==> config.mk <==
export PLATFORM = sky130hd
export DESIGN_NAME = brownout_det
export DESIGN_NICKNAME = d
export VERILOG_FILES = /design/src/rtl/brownout_pkg.sv /design/src/rtl/brownout_filt.sv /design/src/rtl/brownout_det.sv
export SDC_FILE = /design/constraint.sdc
export NUM_CORES = 1
export LEC_CHECK = 0
export ABC_AREA = 1
export CORE_MARGIN = 3
export CORE_UTILIZATION = 45
export DETAILED_ROUTE_END_ITERATION = 16
export PLACE_DENSITY_LB_ADDON = 0.25
export RECOVER_POWER = 100
export SLEW_MARGIN = 20
export SYNTH_ARGS = -nofsm -noshare
export SYNTH_HDL_FRONTEND = slang
export SYNTH_SLANG_ARGS = --single-unit
==> constraint.sdc <==
create_clock -name clk -period 3.4 [get_ports clk]
set_input_delay 0.34 -clock clk [delete_from_list [all_inputs] [get_ports clk]]
set_output_delay 0.34 -clock clk [all_outputs]
set_load 0.05 [all_outputs]
==> src/rtl/brownout_pkg.sv <==
// Shared types and threshold constants for the AVDD brownout / undervoltage monitor.
package brownout_pkg;

    localparam int unsigned MV_W          = 12;
    localparam int unsigned THR_W         = 13;
    localparam int unsigned TRIP_W        = 3;
    localparam int unsigned DIV_W         = 8;
    localparam int unsigned TICK_W        = 8;
    localparam int unsigned FILT_W        = 4;

    localparam int unsigned OTRIP_BASE_MV = 2000;
    localparam int unsigned OTRIP_STEP_MV = 100;
    localparam int unsigned VTRIP_BASE_MV = 1600;
    localparam int unsigned VTRIP_STEP_MV = 50;

    typedef enum logic [1:0] {
        IDLE  = 2'd0,
        BROWN = 2'd1,
        HOLD  = 2'd2
    } state_e;

    // Trip code to millivolt threshold; 13 bits so base + step*7 + hysteresis never wraps.
    function automatic logic [THR_W-1:0] trip_to_mv(
        input logic [TRIP_W-1:0] code,
        input int unsigned       base_mv,
        input int unsigned       step_mv
    );
        return THR_W'(base_mv) + (THR_W'(step_mv) * THR_W'(code));
    endfunction

endpackage

==> src/rtl/brownout_filt.sv <==
// Debounce: output toggles on the FILT_LEN-th consecutive sample that differs from it.
module brownout_filt
    import brownout_pkg::*;
#(
    parameter int unsigned FILT_LEN = 4
) (
    input  logic clk,
    input  logic clr,
    input  logic raw,
    output logic filt
);

    localparam logic [FILT_W-1:0] CNT_LAST = FILT_W'(FILT_LEN - 1);

    logic [FILT_W-1:0] cnt_q, cnt_d;
    logic              filt_q, filt_d;

    always_comb begin
        cnt_d  = cnt_q;
        filt_d = filt_q;
        if (raw == filt_q) begin
            cnt_d = '0;
        end else if (cnt_q == CNT_LAST) begin
            filt_d = ~filt_q;
            cnt_d  = '0;
        end else begin
            cnt_d = cnt_q + FILT_W'(1);
        end
    end

    always_ff @(posedge clk) begin
        if (clr) begin
            cnt_q  <= '0;
            filt_q <= 1'b0;
        end else begin
            cnt_q  <= cnt_d;
            filt_q <= filt_d;
        end
    end

    assign filt = filt_q;

endmodule

==> src/rtl/brownout_det.sv <==
// AVDD brownout / undervoltage monitor with debounced trip and one-shot recovery hold.
// Debug outputs and force_short_oneshot are only live when BROWNOUT_DEBUG_EN is defined.
module brownout_det
    import brownout_pkg::*;
#(
    parameter int unsigned FILT_LEN    = 4,
    parameter int unsigned HYST_MV     = 50,
    parameter int unsigned LONG_TICKS  = 64,
    parameter int unsigned SHORT_TICKS = 2
) (
    input  logic              clk,
    input  logic              rst,
    input  logic [MV_W-1:0]   avdd_mv,
    input  logic [TRIP_W-1:0] otrip,
    input  logic [TRIP_W-1:0] vtrip,
    input  logic              ena,
    input  logic              force_short_oneshot,
    output logic              out,
    output logic              vunder,
    output logic              osc_ck_256,
    output logic              brout_filt,
    output logic              timed_out
);

    logic              clr;
    logic [MV_W-1:0]   sample_q, sample_d;
    logic              sample_vld_q, sample_vld_d;
    logic              raw_q, raw_d;
    logic              vunder_q, vunder_d;
    logic [DIV_W-1:0]  div_q, div_d;
    logic [TICK_W-1:0] tick_cnt_q, tick_cnt_d;
    logic [TICK_W-1:0] oneshot_len;
    logic              out_q, out_d;
    logic              timed_out_q, timed_out_d;
    logic              tick;
    logic              filt;
    logic              brown_req;
    logic [THR_W-1:0]  thr_b, thr_b_rel, thr_u, sample_ext;
    state_e            state_q, state_d;

    assign clr        = rst | ~ena;
    assign thr_b      = trip_to_mv(otrip, OTRIP_BASE_MV, OTRIP_STEP_MV);
    assign thr_b_rel  = thr_b + THR_W'(HYST_MV);
    assign thr_u      = trip_to_mv(vtrip, VTRIP_BASE_MV, VTRIP_STEP_MV);
    assign sample_ext = THR_W'(sample_q);
    assign tick       = (div_q == '1);
    assign brown_req  = filt | vunder_q;

`ifdef BROWNOUT_DEBUG_EN
    assign oneshot_len = force_short_oneshot ? TICK_W'(SHORT_TICKS) : TICK_W'(LONG_TICKS);
`else
    assign oneshot_len = TICK_W'(LONG_TICKS);
`endif

    // Sample pipeline, hysteretic comparator and tick divider.
    // The valid flag keeps the cleared sample register from looking like a 0 mV dip.
    always_comb begin
        sample_d     = avdd_mv;
        sample_vld_d = 1'b1;
        raw_d        = raw_q;
        vunder_d     = vunder_q;
        div_d        = div_q + DIV_W'(1);
        if (sample_vld_q) begin
            if (sample_ext < thr_b) begin
                raw_d = 1'b1;
            end else if (sample_ext >= thr_b_rel) begin
                raw_d = 1'b0;
            end
            vunder_d = (sample_ext < thr_u);
        end
    end

    always_ff @(posedge clk) begin
        if (clr) begin
            sample_q     <= '0;
            sample_vld_q <= 1'b0;
            raw_q        <= 1'b0;
            vunder_q     <= 1'b0;
            div_q        <= '0;
        end else begin
            sample_q     <= sample_d;
            sample_vld_q <= sample_vld_d;
            raw_q        <= raw_d;
            vunder_q     <= vunder_d;
            div_q        <= div_d;
        end
    end

    brownout_filt #(
        .FILT_LEN (FILT_LEN)
    ) u_filt (
        .clk  (clk),
        .clr  (clr),
        .raw  (raw_q),
        .filt (filt)
    );

    // State register, with the one-shot tick count and registered outputs.
    always_ff @(posedge clk) begin
        if (clr) begin
            state_q     <= IDLE;
            tick_cnt_q  <= '0;
            out_q       <= 1'b0;
            timed_out_q <= 1'b0;
        end else begin
            state_q     <= state_d;
            tick_cnt_q  <= tick_cnt_d;
            out_q       <= out_d;
            timed_out_q <= timed_out_d;
        end
    end

    // Next state; a reassertion in HOLD takes priority over expiry.
    always_comb begin
        state_d    = state_q;
        tick_cnt_d = '0;
        case (state_q)
            IDLE: begin
                if (brown_req) begin
                    state_d = BROWN;
                end
            end
            BROWN: begin
                if (!brown_req) begin
                    state_d = HOLD;
                end
            end
            HOLD: begin
                if (brown_req) begin
                    state_d = BROWN;
                end else if (tick_cnt_q >= oneshot_len) begin
                    state_d = IDLE;
                end else begin
                    tick_cnt_d = tick_cnt_q;
                    if (tick && (tick_cnt_q != '1)) begin
                        tick_cnt_d = tick_cnt_q + TICK_W'(1);
                    end
                end
            end
            default: begin
                state_d = IDLE;
            end
        endcase
    end

    // Outputs follow the state being entered, so out lags brout_filt by one cycle.
    always_comb begin
        out_d       = (state_d != IDLE);
        timed_out_d = (state_q == HOLD) && (state_d == IDLE);
    end

    assign out    = out_q;
    assign vunder = vunder_q;

`ifdef BROWNOUT_DEBUG_EN
    assign osc_ck_256 = div_q[DIV_W-1];
    assign brout_filt = filt;
    assign timed_out  = timed_out_q;
`else
    logic unused_dbg;
    assign unused_dbg = ^{force_short_oneshot, timed_out_q};
    assign osc_ck_256 = 1'b0;
    assign brout_filt = 1'b0;
    assign timed_out  = 1'b0;
`endif

endmodule

Word level (Yosys, flattened, before mapping)
Index checks and enable logic that the tools add are counted.
{"block": "totals", "register_bits": 39, "latch_bits": 0, "ram_bits": 0, "romBits": 0, "input_bits": 22, "elab_cells": 50, "mem_count": 0}
{"block": "op_classes", "add_sub_neg": 6, "n_mul": 2, "div": 0, "magnitude_cmp": 4, "eq_ne": 6, "n_shift": 0, "muxes": 8, "bitwise": 6, "n_reduce_logical": 8}
{"cell": "$lt A12 B12 Y1", "count": 2}
{"cell": "$add A8 B1 Y8 const B", "count": 2}
{"cell": "$mul A5 B3 Y8 const A", "count": 2}
{"cell": "$add A12 B6 Y13 const B", "count": 1}
{"cell": "$ge A12 B13 Y1", "count": 1}
{"cell": "$add A11 B10 Y12 const A", "count": 1}
{"cell": "$add A11 B9 Y12 const A", "count": 1}
{"cell": "$eq A8 B8 Y1 const B", "count": 1}
{"cell": "$ge A8 B7 Y1 const B", "count": 1}
{"cell": "$mux W2", "count": 4}
{"cell": "$ne A8 B8 Y1 const B", "count": 1}
{"cell": "$pmux W2 S3", "count": 1}
{"cell": "$add A4 B1 Y4 const B", "count": 1}
{"cell": "$eq A4 B2 Y1 const B", "count": 1}
{"cell": "$not A1 Y1", "count": 4}
{"cell": "$reduce_and A2 Y1", "count": 2}
{"cell": "$reduce_bool A2 Y1", "count": 2}
{"cell": "$reduce_or A4 Y1", "count": 1}
{"cell": "$mux W1", "count": 3}
{"cell": "$reduce_or A3 Y1", "count": 1}
{"cell": "$eq A2 B1 Y1 const B", "count": 1}
{"cell": "$eq A2 B2 Y1 const B", "count": 1}
{"cell": "$logic_not A2 Y1", "count": 1}
{"cell": "$or A1 B1 Y1", "count": 2}
{"cell": "2 further kinds", "count": 2}

Logic depth before layout (Yosys ltp)
{"block": "depth", "ltp_word": 6, "mapped_depth": 21, "ltp_nobuf": 21}

By module
Synthesis repeated with hierarchy kept, for this count alone.
{"block": "unflattened", "cells_unflattened": 335, "hier_area_um2": 2539.9}
{"mod": "brownout_det", "instances": 1, "cells_each": 305, "area_per_inst_um2": 2312.2, "seq_area_each_um2": 660.6}
{"mod": "brownout_filt", "instances": 1, "cells_each": 30, "area_per_inst_um2": 227.7, "seq_area_each_um2": 100.1}

Worst setup path before layout
No wires, ideal clock.
{"block": "synth_timing", "kind": "input to register", "startpoint": "input otrip[1]", "endpoint": "register raw_q", "setup_time_ps": 70, "arrival_time_ps": 2457, "required_ps": 3330, "path_slack_ps": 873, "cell_stages": 19, "cell_sequence": "inv_1 ha_1 ha_1 nor2_1 nand2_1 and2_1 nor2_1 xnor2_1 ha_1 a21o_1 nor2_1 nand2_1 nand2_1 nand2_1 nand2_1 nand2_1 nand2_1 nand2_1 a21oi_1"}
{"block": "synth_via", "elab_chain_len": 6, "word_cells_on_any_way": 8, "classes_between": "add/sub (2); mul (1); order compare (2); mux (1); reduce/logical (2)"}
{"element": "start, declared", "line_no": "brownout_det.sv:14", "source": "input logic [TRIP_W-1:0] otrip,"}
{"element": "$mul A5 B3 Y8 (*)", "line_no": "brownout_pkg.sv:28", "source": "return THR_W'(base_mv) + (THR_W'(step_mv) * THR_W'(code));"}
{"element": "$add A11 B10 Y12 (*)", "line_no": "brownout_pkg.sv:28"}
{"element": "$add A12 B6 Y13", "line_no": "brownout_det.sv:43", "source": "assign thr_b_rel = thr_b + THR_W'(HYST_MV);"}
{"element": "$ge A12 B13 Y1", "line_no": "brownout_det.sv:66", "source": "end else if (sample_ext >= thr_b_rel) begin"}
{"element": "$reduce_bool A2 Y1 (no source line)"}
{"element": "$reduce_and A2 Y1 (no source line)"}
{"element": "end signal, assigned", "line_no": "brownout_det.sv:83", "source": "raw_q <= raw_d;"}
{"element": "end, declared", "line_no": "brownout_det.sv:28", "source": "logic raw_q, raw_d;"}
Every way passes the cells marked *; elsewhere a longest branch is shown, timed or not.
A chain may end at the register's enable or synchronous reset.

Worst setup path after layout
Ends and elaborated chain as after synthesis.

==> flow_metrics.py <==
metrics = {
    "setup_path": {
        "critical_path.top_delay_family": "adder cells",
        "cp.required_ps": 3610,
        "endpoint_kind": "register",
        "slowest_stage": "dlygate4sd3_1",
        "cp_slowest_stage_delay_ps": 550,
        "crit_buf_inv": 2,
        "arrival_ps": 3250,
        "path_class": "primary input to register",
        "cp_common_cell": "nand2_1",
        "cp_cell_sequence": "dlygate4sd3_1 -> inv_1 -> ha_1 -> ha_1 -> nand3b_1 -> nor2_1 -> xor2_1 -> nor3_1 -> xor2_1 -> ha_1 -> a21oi_1 -> nand2_1 -> nand2_1 -> nand2_1 -> nand2_1 -> nand2_1 -> a21oi_1",
        "worst-path-max-fanout": 3,
        "cp-start-kind": "primary input",
    },
    "clock_network": {
        "cts_tree": "built",
        "numClockSinks": 38,
        "clockBufferDepth": 2,
        "cts_max_level": 2,
        "cts_hold_buf": 0,
        "clk_pin_slew_worst_paths_ps": 80,
        "cts_buffers": 5,
        "postCtsSetupBuffers": 0,
        "root_buffer": "clkbuf_8",
        "clock_latency_ps": 280,
        "post_cts_resized": 0,
    },
    "place": {
        "dp_hpwl_um": 3610,
        "gp_congestion": 0.819,
        "port_buffers": 21,
        "post_dp_cell_area_mm2": 0.00285,
    },
    "power_and_ir_drop": {
        "ir_drop_mv": 0.307,
        "leakage_nw": 1.45,
        "power_density_mw_per_mm2": 373,
    },
    "sta": {
        "fin_tns_setup_ps": 0,
        "relSlewSlack": 0.606,
        "min_period_over_period": 0.892,
        "slew_violations": 0,
        "skew_ps": 5.53,
        "min_period_ps": 3030,
        "clock.fmax_ghz": 0.330,
        "grt_setup_unrepaired": "false",
        "finalHoldViolCount": 0,
        "tightest_slew_ps": 590,
        "setup_viol": 0,
    },
    "floorplanning": {
        "start_util": 0.481,
        "placementRows": 26,
        "die_height_um": 81.3,
        "die_w_um": 81.3,
        "die_area_mm2": 0.00660,
        "io_pins": 27,
        "core_area_mm2": 0.00530,
    },
    "routing": {
        "viasPerCell": 4.69,
        "wirelength_um": 4360,
        "dr_total_vias": 2047,
        "wl_per_cell_um": 10.0,
        "first_pass_iters": 4,
        "final_antenna_net_count": 0,
        "drt_iter0_markers": 75,
        "drc": 0,
    },
    "run": {
        "drv_cap": 0,
    },
    "global_routing": {
        "grtUsageTotal": 0.152,
        "grt_max_degree": 20,
        "grt_pass1_vias": 1949,
        "grt_overflow": 0,
        "grt_pass1_wl_um": 7960,
        "grt_antenna_before_repair": 0,
    },
    "final_layout": {
        "diodes": 0,
        "drive_gt1_frac": 0.0574,
        "area_growth_pct": 16.7,
        "fin_area_mm2": 0.00298,
        "nNetsFinal": 434,
    },
    "yosys": {
        "syn-cell-area_mm2": 0.00255,
        "synth_cell_types": 36,
        "yosys-top-cells-count": "inv_1, nand2_1, nor2_1, ha_1, dfxtp_1",
        "synthArstFlopShare": 0,
        "ys.flop_type": "dfxtp_1",
        "ys_seq_area_frac": 0.298,
        "syn_avg_cell_area_um2": 7.59,
        "synth_edf_count": 0,
        "synth.most_common_cell": "inv_1",
        "synthCells": 336,
        "synth_top_area_share": 0.298,
        "yosys_warnings": 0,
        "synth.area.top_cells": "dfxtp_1, ha_1, inv_1",
        "synth-seq-cells": 38,
        "yosys.area.top_type": "dfxtp_1",
    },
    "outcome": {
        "status": "finished, final reports clean",
    },
    "hold_path": {
        "hold_path_class": "register to register",
    },
}
state kept, by name, summed over array words and instances (netlist names):
name          flops
tick_cnt_q        8
raw_q             1
u_filt.cnt_q      4
div_q             8
out               1
sample_q         11
state_q           2
vunder            1
u_filt.filt       1
sample_vld_q      1
worst register-to-register path, cell delays in order (launching register included):
cell and delay (ps):
dfxtp_1 370, ha_1 190, nand2_2 80, nor2_4 130, nand3_4 90, nor3_4 180, nand2_4 110, nor2_4 110
nand2_1 60, and3_1 150
final timing paths:
path / startpoint / to / slack (ps) / cells past startpoint
min reg2reg: u_filt.cnt_q[0] / u_filt.cnt_q[0] / 460 / 1
max reg2reg: div_q[0] / tick_cnt_q[3] / 1830 / 9
max: otrip[1] / raw_q / 370 / 17
min: u_filt.cnt_q[0] / u_filt.cnt_q[0] / 460 / 1
cells by family after synthesis:
logic type	count (synthesis)	synth area share
AND/OR/NAND/NOR	132	0.242
buffers and inverters	67	0.103
adder cells (fa/ha/maj)	47	0.234
AO/OA/AOI/OAI	41	0.0874
flip-flops	38	0.298
XOR/XNOR	10	0.0344
other	1	0.00147
metal layers:
layer  up-vias  GRT usage  routed length, um
met5         -          0                  0
met4         0     0.0405                 53
met3         6     0.0333                104
met2        18      0.259               1920
met1       905      0.194               2280
li1       1118          -                  -
placed cells by master (no fill, tap or decap), drive strengths merged, types with 4 or more instances in the layout:
| master | Yosys | routed |
|---|---|---|
| inv | 62 | 62 |
| nor2 | 52 | 52 |
| nand2 | 52 | 52 |
| ha | 46 | 46 |
| dfxtp | 38 | 38 |
| a21oi | 23 | 23 |
| clkdlybuf4s50 | 0 | 16 |
| o21ai | 11 | 11 |
| nand3 | 10 | 10 |
| xor2 | 6 | 6 |
| nor3 | 6 | 6 |
| clkbuf | 2 | 5 |
| dlygate4sd3 | 0 | 5 |
| xnor2 | 4 | 4 |
| conb | 1 | 4 |
where the power goes:
part           total (mW)  switching (mW)  internal [mW]
logic               0.196           0.111         0.0855
clock network       0.452           0.158          0.294
registers           0.462         0.00836          0.454
layout make-up:
| class | count | area [um^2] |
|---|---|---|
| sequential | 38 | 761 |
| tap | 70 | 87.6 |
| multi-input combinational | 234 | 1520 |
| fill | 503 | 2330 |
| inverter | 62 | 233 |
| clock inverter | 3 | 68.8 |
| timing repair buffer | 24 | 233 |
| clock buffer | 5 | 68.8 |
stage by stage:
stage / power [mW] / worst slack (ps) / util / hold slack, ps / cells
2_1_floorplan: 0.614 / 873 / - / 418 / 339
3_3_place_gp: 0.666 / 182 / 0.538 / 433 / 428
3_5_place_dp: 0.671 / 150 / 0.538 / 451 / 428
4_1_cts: 1.13 / 451 / 0.563 / 465 / 436
5_1_grt: 1.18 / 105 / 0.561 / 490 / 436
6_report: 1.11 / 369 / 0.561 / 455 / 436
No activity file was read; power rests on OpenSTA's default activity.
